### config.mk
export PLATFORM = sky130hd
export DESIGN_NAME = multi_approach_signal_controller
export DESIGN_NICKNAME = d
export VERILOG_FILES = /design/src/rtl/multi_approach_signal_controller.sv
export SDC_FILE = /design/constraint.sdc
export NUM_CORES = 1
export LEC_CHECK = 0
export BUFFER_PORTS_ARGS = -buffer_cell sky130_fd_sc_hd__clkbuf_2
export CELL_PAD_IN_SITES_DETAIL_PLACEMENT = 0
export CELL_PAD_IN_SITES_GLOBAL_PLACEMENT = 1
export CORE_MARGIN = 3
export CORE_UTILIZATION = 42
export DETAILED_ROUTE_END_ITERATION = 10
export GPL_ROUTABILITY_DRIVEN = 0
export PLACE_DENSITY = 0.9
export SYNTH_ARGS = -nofsm -noshare
export SYNTH_HDL_FRONTEND = slang
export SYNTH_SLANG_ARGS = --single-unit
### constraint.sdc
create_clock -name clk -period 3.7 [get_ports clk]
set_input_delay 0.185 -clock clk [delete_from_list [all_inputs] [get_ports clk]]
set_output_delay 0.185 -clock clk [all_outputs]
set_load 0.01 [all_outputs]
### src/rtl/multi_approach_signal_controller.sv
// multi_approach_signal_controller: round-robin NUM_DIR-approach signal controller with
// min/max green, yellow and all-red clearance, and a rest approach.
module multi_approach_signal_controller #(
  parameter int NUM_DIR = 2,
  parameter int MIN_GREEN = 4,
  parameter int MAX_GREEN = 12,
  parameter int YELLOW_T = 3,
  parameter int ALLRED_T = 1,
  parameter int REST_DIR = 0,
  localparam int DW = $clog2(NUM_DIR)
) (
  input  logic               clk,
  input  logic               reset,
  input  logic [NUM_DIR-1:0] sensor,
  output logic [NUM_DIR-1:0] red,
  output logic [NUM_DIR-1:0] yellow,
  output logic [NUM_DIR-1:0] green,
  output logic [DW-1:0]      cur_dir,
  output logic [1:0]         phase,
  output logic [NUM_DIR-1:0] pending
);
  typedef enum logic [1:0] {GREEN = 2'd0, YELLOW = 2'd1, ALLRED = 2'd2} phase_t;
  localparam int TMAX = (MAX_GREEN > YELLOW_T) ? ((MAX_GREEN > ALLRED_T) ? MAX_GREEN : ALLRED_T)
                                               : ((YELLOW_T > ALLRED_T) ? YELLOW_T : ALLRED_T);
  localparam int TW = $clog2(TMAX + 1);
  localparam logic [NUM_DIR-1:0] ONE = 1;
  phase_t st, ns;
  logic [TW-1:0] timer, tn;
  logic [TW:0] g;
  logic [DW-1:0] nxt_dir, nd, nn, cand;
  logic [NUM_DIR-1:0] other, own, pn, gn, yn;
  logic other_req, enter;
  assign phase = st;
  always_comb begin
    other = pending & ~(ONE << cur_dir);
    other_req = |other;
    g = {1'b0, timer} + 1'b1;
    cand = DW'(REST_DIR);
    // descending scan so the nearest pending approach after cur_dir wins
    for (int k = NUM_DIR - 1; k >= 1; k--)
      if (pending[(int'(cur_dir) + k) % NUM_DIR]) cand = DW'((int'(cur_dir) + k) % NUM_DIR);
    ns = st;
    nd = cur_dir;
    nn = nxt_dir;
    tn = (timer == TW'(TMAX)) ? timer : timer + 1'b1;
    case (st)
      GREEN:
        if (g >= (TW+1)'(MIN_GREEN) &&
            (other_req ? (!sensor[cur_dir] || g >= (TW+1)'(MAX_GREEN)) : cur_dir != DW'(REST_DIR))) begin
          ns = YELLOW;
          nn = other_req ? cand : DW'(REST_DIR);
          tn = '0;
        end
      YELLOW:
        if (g >= (TW+1)'(YELLOW_T)) begin
          ns = (ALLRED_T == 0) ? GREEN : ALLRED;
          nd = (ALLRED_T == 0) ? nxt_dir : cur_dir;
          tn = '0;
        end
      default:
        if (g >= (TW+1)'(ALLRED_T)) begin
          ns = GREEN;
          nd = nxt_dir;
          tn = '0;
        end
    endcase
    enter = ns == GREEN && st != GREEN;
    own = (st == GREEN) ? ONE << cur_dir : '0;
    pn = (pending | (sensor & ~own)) & ~(enter ? ONE << nd : '0);
    gn = (ns == GREEN) ? ONE << nd : '0;
    yn = (ns == YELLOW) ? ONE << nd : '0;
  end
  always_ff @(posedge clk) begin
    if (reset) begin
      st <= GREEN;
      cur_dir <= '0;
      nxt_dir <= '0;
      timer <= '0;
      pending <= '0;
      green <= ONE;
      yellow <= '0;
      red <= ~ONE;
    end else begin
      st <= ns;
      cur_dir <= nd;
      nxt_dir <= nn;
      timer <= tn;
      pending <= pn;
      green <= gn;
      yellow <= yn;
      red <= ~(gn | yn);
    end
  end
endmodule

# Yosys cells after proc, flatten, opt, wreduce, memory -nomap -nowiden
# Index checks and enable logic that the tools add are counted.
[word_totals]
word_cells = 65
register_bits = 16
inputBits = 4
[classes]
n_mux = 23
shifts = 2
n_bitwise = 10
addsub = 3
n_eq_ne = 3
n_reduce_logical = 10
magnitude_cmp = 6
[op_table]
columns = ["op", "count"]
rows = [
  ["two-way mux 4 bit", 4],
  ["two-way mux 2 bit", 7],
  ["two-way mux 1 bit", 10],
  ["NOT 2 bit", 4],
  ["case mux 4 bit (2 select lines)", 1],
  ["AND 2 bit", 3],
  ["adder 4 x 1 -> 5 bit (second input constant)", 1],
  ["greater-or-equal comparator 5 x 1 -> 1 bit (second input constant)", 1],
  ["greater-or-equal comparator 5 x 2 -> 1 bit (second input constant)", 1],
  ["greater-or-equal comparator 5 x 3 -> 1 bit (second input constant)", 1],
  ["greater-or-equal comparator 5 x 4 -> 1 bit (second input constant)", 1],
  ["adder 4 x 1 -> 4 bit (second input constant)", 1],
  ["== test 2 x 1 -> 1 bit (second input constant)", 2],
  ["== test 4 bit (second input constant)", 1],
  ["zero test 2 bit", 2],
  ["OR 2 bit", 2],
  ["case mux 2 bit (2 select lines)", 1],
  ["OR reduction 2 bit", 2],
  ["left shift 1 x 1 -> 2 bit (first input constant)", 2],
  ["less-than comparator 2 x 3 -> 1 bit (second input constant)", 1],
  ["logical AND 1 bit", 2],
  ["less-than comparator 1 x 2 -> 1 bit (second input constant)", 1],
  ["AND reduction 2 bit", 1],
  ["nonzero test 2 bit", 1],
  ["4 further kinds", 4],
]

# Logic depth before layout (Yosys ltp)
[depth]
ltp_word = 13
ltp_mapped = 6
mapped_depth_nobuf = 6

# Worst setup path after synthesis
# No wires, ideal clock.
[synth_timing]
path_type = "reg2reg"
from = "register timer[0]"
to = "register red[1]"
period_less_slack_ns = 2.089
path_stages_with_launch = 7
t_required_ns = 3.573
setup_slack_ns = 1.611
n_path_buf = 0
arrival_ns = 1.962
setup_ns = 0.127
path_cell_list = "dfxtp_1 -> inv_2 -> ha_1 -> or3_4 -> o31ai_4 -> mux2i_1 -> or3b_1"
[synth_between]
elab_chain_len = 11
elab_cells_between_ends = 21
classes_between = "add/sub: 1; order compare: 4; eq/ne: 1; shift: 1; mux: 9; bitwise: 2; reduce/logical: 3"
[synth_rtl]
columns = ["item", "line", "rtl"]
rows = [
  ["start, declared", "28", "logic [TW-1:0] timer, tn;"],
  ["start signal, assigned", "87", "timer <= tn;"],
  ["adder 4 x 1 -> 5 bit (*)", "37", "g = {1'b0, timer} + 1'b1;"],
  ["greater-or-equal comparator 5 x 4 -> 1 bit", "49", "(other_req ? (!sensor[cur_dir] || g >= (TW+1)'(MAX_GREEN)) : cur_dir != DW'(REST_DIR))) begin"],
  ["logical OR 1 bit", "49", ""],
  ["two-way mux 1 bit", "49", ""],
  ["logical AND 1 bit", "48", "if (g >= (TW+1)'(MIN_GREEN) &&"],
  ["two-way mux 2 bit", "48", ""],
  ["case mux 2 bit (2 select lines)", "46", "case (st)"],
  ["== test 2 x 1 -> 1 bit / zero test 2 bit (equally long branches)", "71, 70", ""],
  ["two-way mux 2 bit, on equally long branches", "71, 70", ""],
  ["OR 2 bit (*)", "91", "red <= ~(gn | yn);"],
  ["NOT 2 bit (*)", "91", ""],
  ["end signal, assigned", "82", "red <= ~ONE;"],
  ["end signal, assigned", "91", ""],
  ["end, declared", "15", "output logic [NUM_DIR-1:0] red,"],
]
# Mark *: on every way between the ends. The rest lies on a longest branch, timed or not.
# A chain may end at the register's enable or synchronous reset.

# Worst setup path in the final report
# Same ends and word-level chain as after synthesis.

==> summary.txt <==
Status
  – Status: complete, no violations

Yosys
  – Cell count after synthesis: 96
  – EDFF count, synth: 0
  – Mapped Nets: 103
  – Synth top area share: 38.15%
  – Ys flop type: dfxtp_1
  – Most frequent cell after synthesis: dfxtp_1
  – Synth top cells by count: 16 x dfxtp_1, 12 x nor2_1, 6 x nor3_1, 5 x nand2_1
  – #FFs+latches synth: 16
  – Sequential element share of the synthesized area: 38.15%
  – Yosys top cell by area: dfxtp_1
  – Fraction of registers with async set/reset: 0%
  – Avg Cell Area, Syn: 8.745 sq um
  – Synth cell types: 43
  – Post-Syn Area: 839.6 sq um
  – Ys Warns: 0
  – Top post-synthesis cells by area: dfxtp_1 38%, nor2_1 5.4%, ha_1 4.5%

Floorplan
  – Full die area: 2572 sq um
  – I/O pin count: 15
  – Core area: 1802 sq um
  – Initial core utilization: 46.60%
  – Die X: 50.71 um
  – Die H: 50.71 um
  – Cell Rows: 15

CTS
  – CTS tree: done
  – TritonCTS Buffers: 3
  – Root buf cell: clkbuf_4
  – Clk slew on worst S/H paths: 0.09 ns
  – CTS H-Tree Depth: 1
  – Worst-skew pair later-pin latency: 0.29 ns
  – Post-CTS Hold Buffers: 0
  – Clock sink count: 16
  – PostCTS Resize Cnt: 0
  – Post-CTS setup repair buffer count: 0
  – Clock Tree Buf Depth: 2

STA
  – Final setup viols: 0
  – Worst Tran Pin Value: 0.7064 ns
  – Final hold slack: 0.1965 ns
  – Skew final: 0.003303 ns
  – F_max: 0.4365 GHz
  – Tmin final: 2.291 ns
  – Normalized max-slew margin: 52.31%
  – RSZ-0062 raised after global routing: false
  – Fin. Hold Viols: 0
  – Setup TNS: 0 ns
  – Final slew viol count: 0
  – Final Cycle Share: 61.92%

Worst hold path
  – Worst min path class: input port to flip-flop
  – Hold path cells: 3
  – Hold EP: pending[0]
  – Worst Hold Launch: sensor[0]

Worst setup path
  – Worst EP required: 3.88 ns
  – Category of the most critical setup path: flip-flop to flip-flop
  – R2R setup slack: 1.41 ns
  – CP max FO: 7
  – FF-to-FF End: red[1]
  – Reg-to-reg critical path startpoint: timer[0]
  – R2R cell count: 6
  – CP endpoint kind: flip-flop
  – Element type at the critical path start: flip-flop
  – Worst EP arrival: 2.47 ns

Power and ir drop
  – Pwr/cell area: 401.7 nW/um^2
  – Max VDD drop: 0.2619 mV
  – Pleak: 0.3860 nW

Job
  – Max cap viols: 0

Final layout
  – Nets: 118
  – Area Overhead vs Synth: 13.56%
  – # diodes: 0
  – Layout cells sized above 1: 28.18%

Drt
  – Initial DRC count: 35
  – Final ANT Viol Nets: 0
  – DR vias: 772
  – Drc violations: 0
  – Drt wl/cell: 13.18 um
  – DRT Pass-1 Iters: 4
  – Total wire length: 1779 um
  – Routed vias/inst: 5.719

Global route
  – Total grt overflow: 0
  – Number of global-route vias before repair: 723
  – First-pass GRT wire length: 3174 um
  – Gr usage total: 15.69%
  – Pin count of the biggest net entering global routing: 12
  – Antenna violations before repair: 0

Placed design
  – HPWL after DPL: 1333 um
  – Port buffer count: 14
[flip-flops by register name (all words and copies together) (netlist names)]
name,cells
cur_dir,1
green,2
timer,4
yellow,2
nxt_dir,1
pending,2
red,2
phase,2
[report_power, final]
group | leakage, nW | switching, W | internal, W | total [W]
registers | 0.130 | 0.0000112 | 0.000180 | 0.000191
clock network | 0.0210 | 0.0000554 | 0.0000600 | 0.000115
logic | 0.235 | 0.0000443 | 0.0000321 | 0.0000764
[layout by cell type, fill, tap and decap left out, drive strengths merged]
cell,count
ha,3
nand2b,1
o311ai,1
nor4,3
inv,5
clkbuf,18
o32a,1
and3,1
xnor2,1
a211o,1
or4,1
or2,1
nor2b,1
and3b,1
a21boi,2
nor2,12
mux2i,1
o32ai,1
nand2,5
nand3,4
a311oi,1
or3b,1
o21ai,2
a31o,1
a31oi,1
a21oi,5
a22oi,1
and2b,1
mux2,1
o221ai,2
or3,3
nand4,1
dfxtp,16
o31ai,3
nor3,6
and2,1
[logic make-up after synthesis]
| logic type | synth area share [%] |
|---|---|
| simple gates | 27.58 |
| flops | 38.15 |
| compound gates | 21.16 |
| fa+ha+maj | 4.471 |
| xor+xnor | 1.043 |
| mux | 2.533 |
| buf+inv | 5.066 |
[worst max-delay path: stages, from the launching register on]
cell and delay (ns):
dfxtp_1 0.47, inv_2 0.08, ha_1 0.34, and2b_2 0.21, or4_1 0.44, a22oi_1 0.27, or3b_1 0.37
[final cells by class]
class	count	area (sq um)
Fill cell	183	848.3
Multi-Input combinational cell	71	476.7
Sequential cell	16	320.3
Timing Repair Buffer	14	70.07
Clock buffer	4	36.28
Tap cell	25	31.28
Inverter	5	18.77
[per-layer routing]
metal,global-route usage [%],vias up,wire length (um)
met3,1.780,4,96
met2,24.13,30,812
li1,-,382,-
met4,6.726,0,26
met1,21.96,356,844
met5,0,-,0
[worst max-delay path by stage]
stage | end | from
3_3_place_gp | red[1] | timer[0]
5_1_grt | timer[2] | timer[0]
3_5_place_dp | red[1] | timer[0]
2_1_floorplan | red[1] | timer[0]
6_report | red[1] | timer[0]
4_1_cts | red[1] | timer[0]
[per-stage QoR]
stage / instance area, sq um / setup slack (ns) / total power, W / cells / util [%]
final: 953.4 / 1.409 / 0.0003830 / 135 / 52.92
after global routing: 953.4 / 1.295 / 0.0004053 / 135 / 52.92
after CTS: 953.4 / 1.414 / 0.0003881 / 135 / 52.92
after detailed placement: 917.1 / 1.438 / 0.0002708 / 131 / 50.90
after global placement: 917.1 / 1.516 / 0.0002706 / 131 / 50.90
after floorplan: 839.6 / 1.611 / 0.0002526 / 96 / -
(Power assumes the default switching activity.)
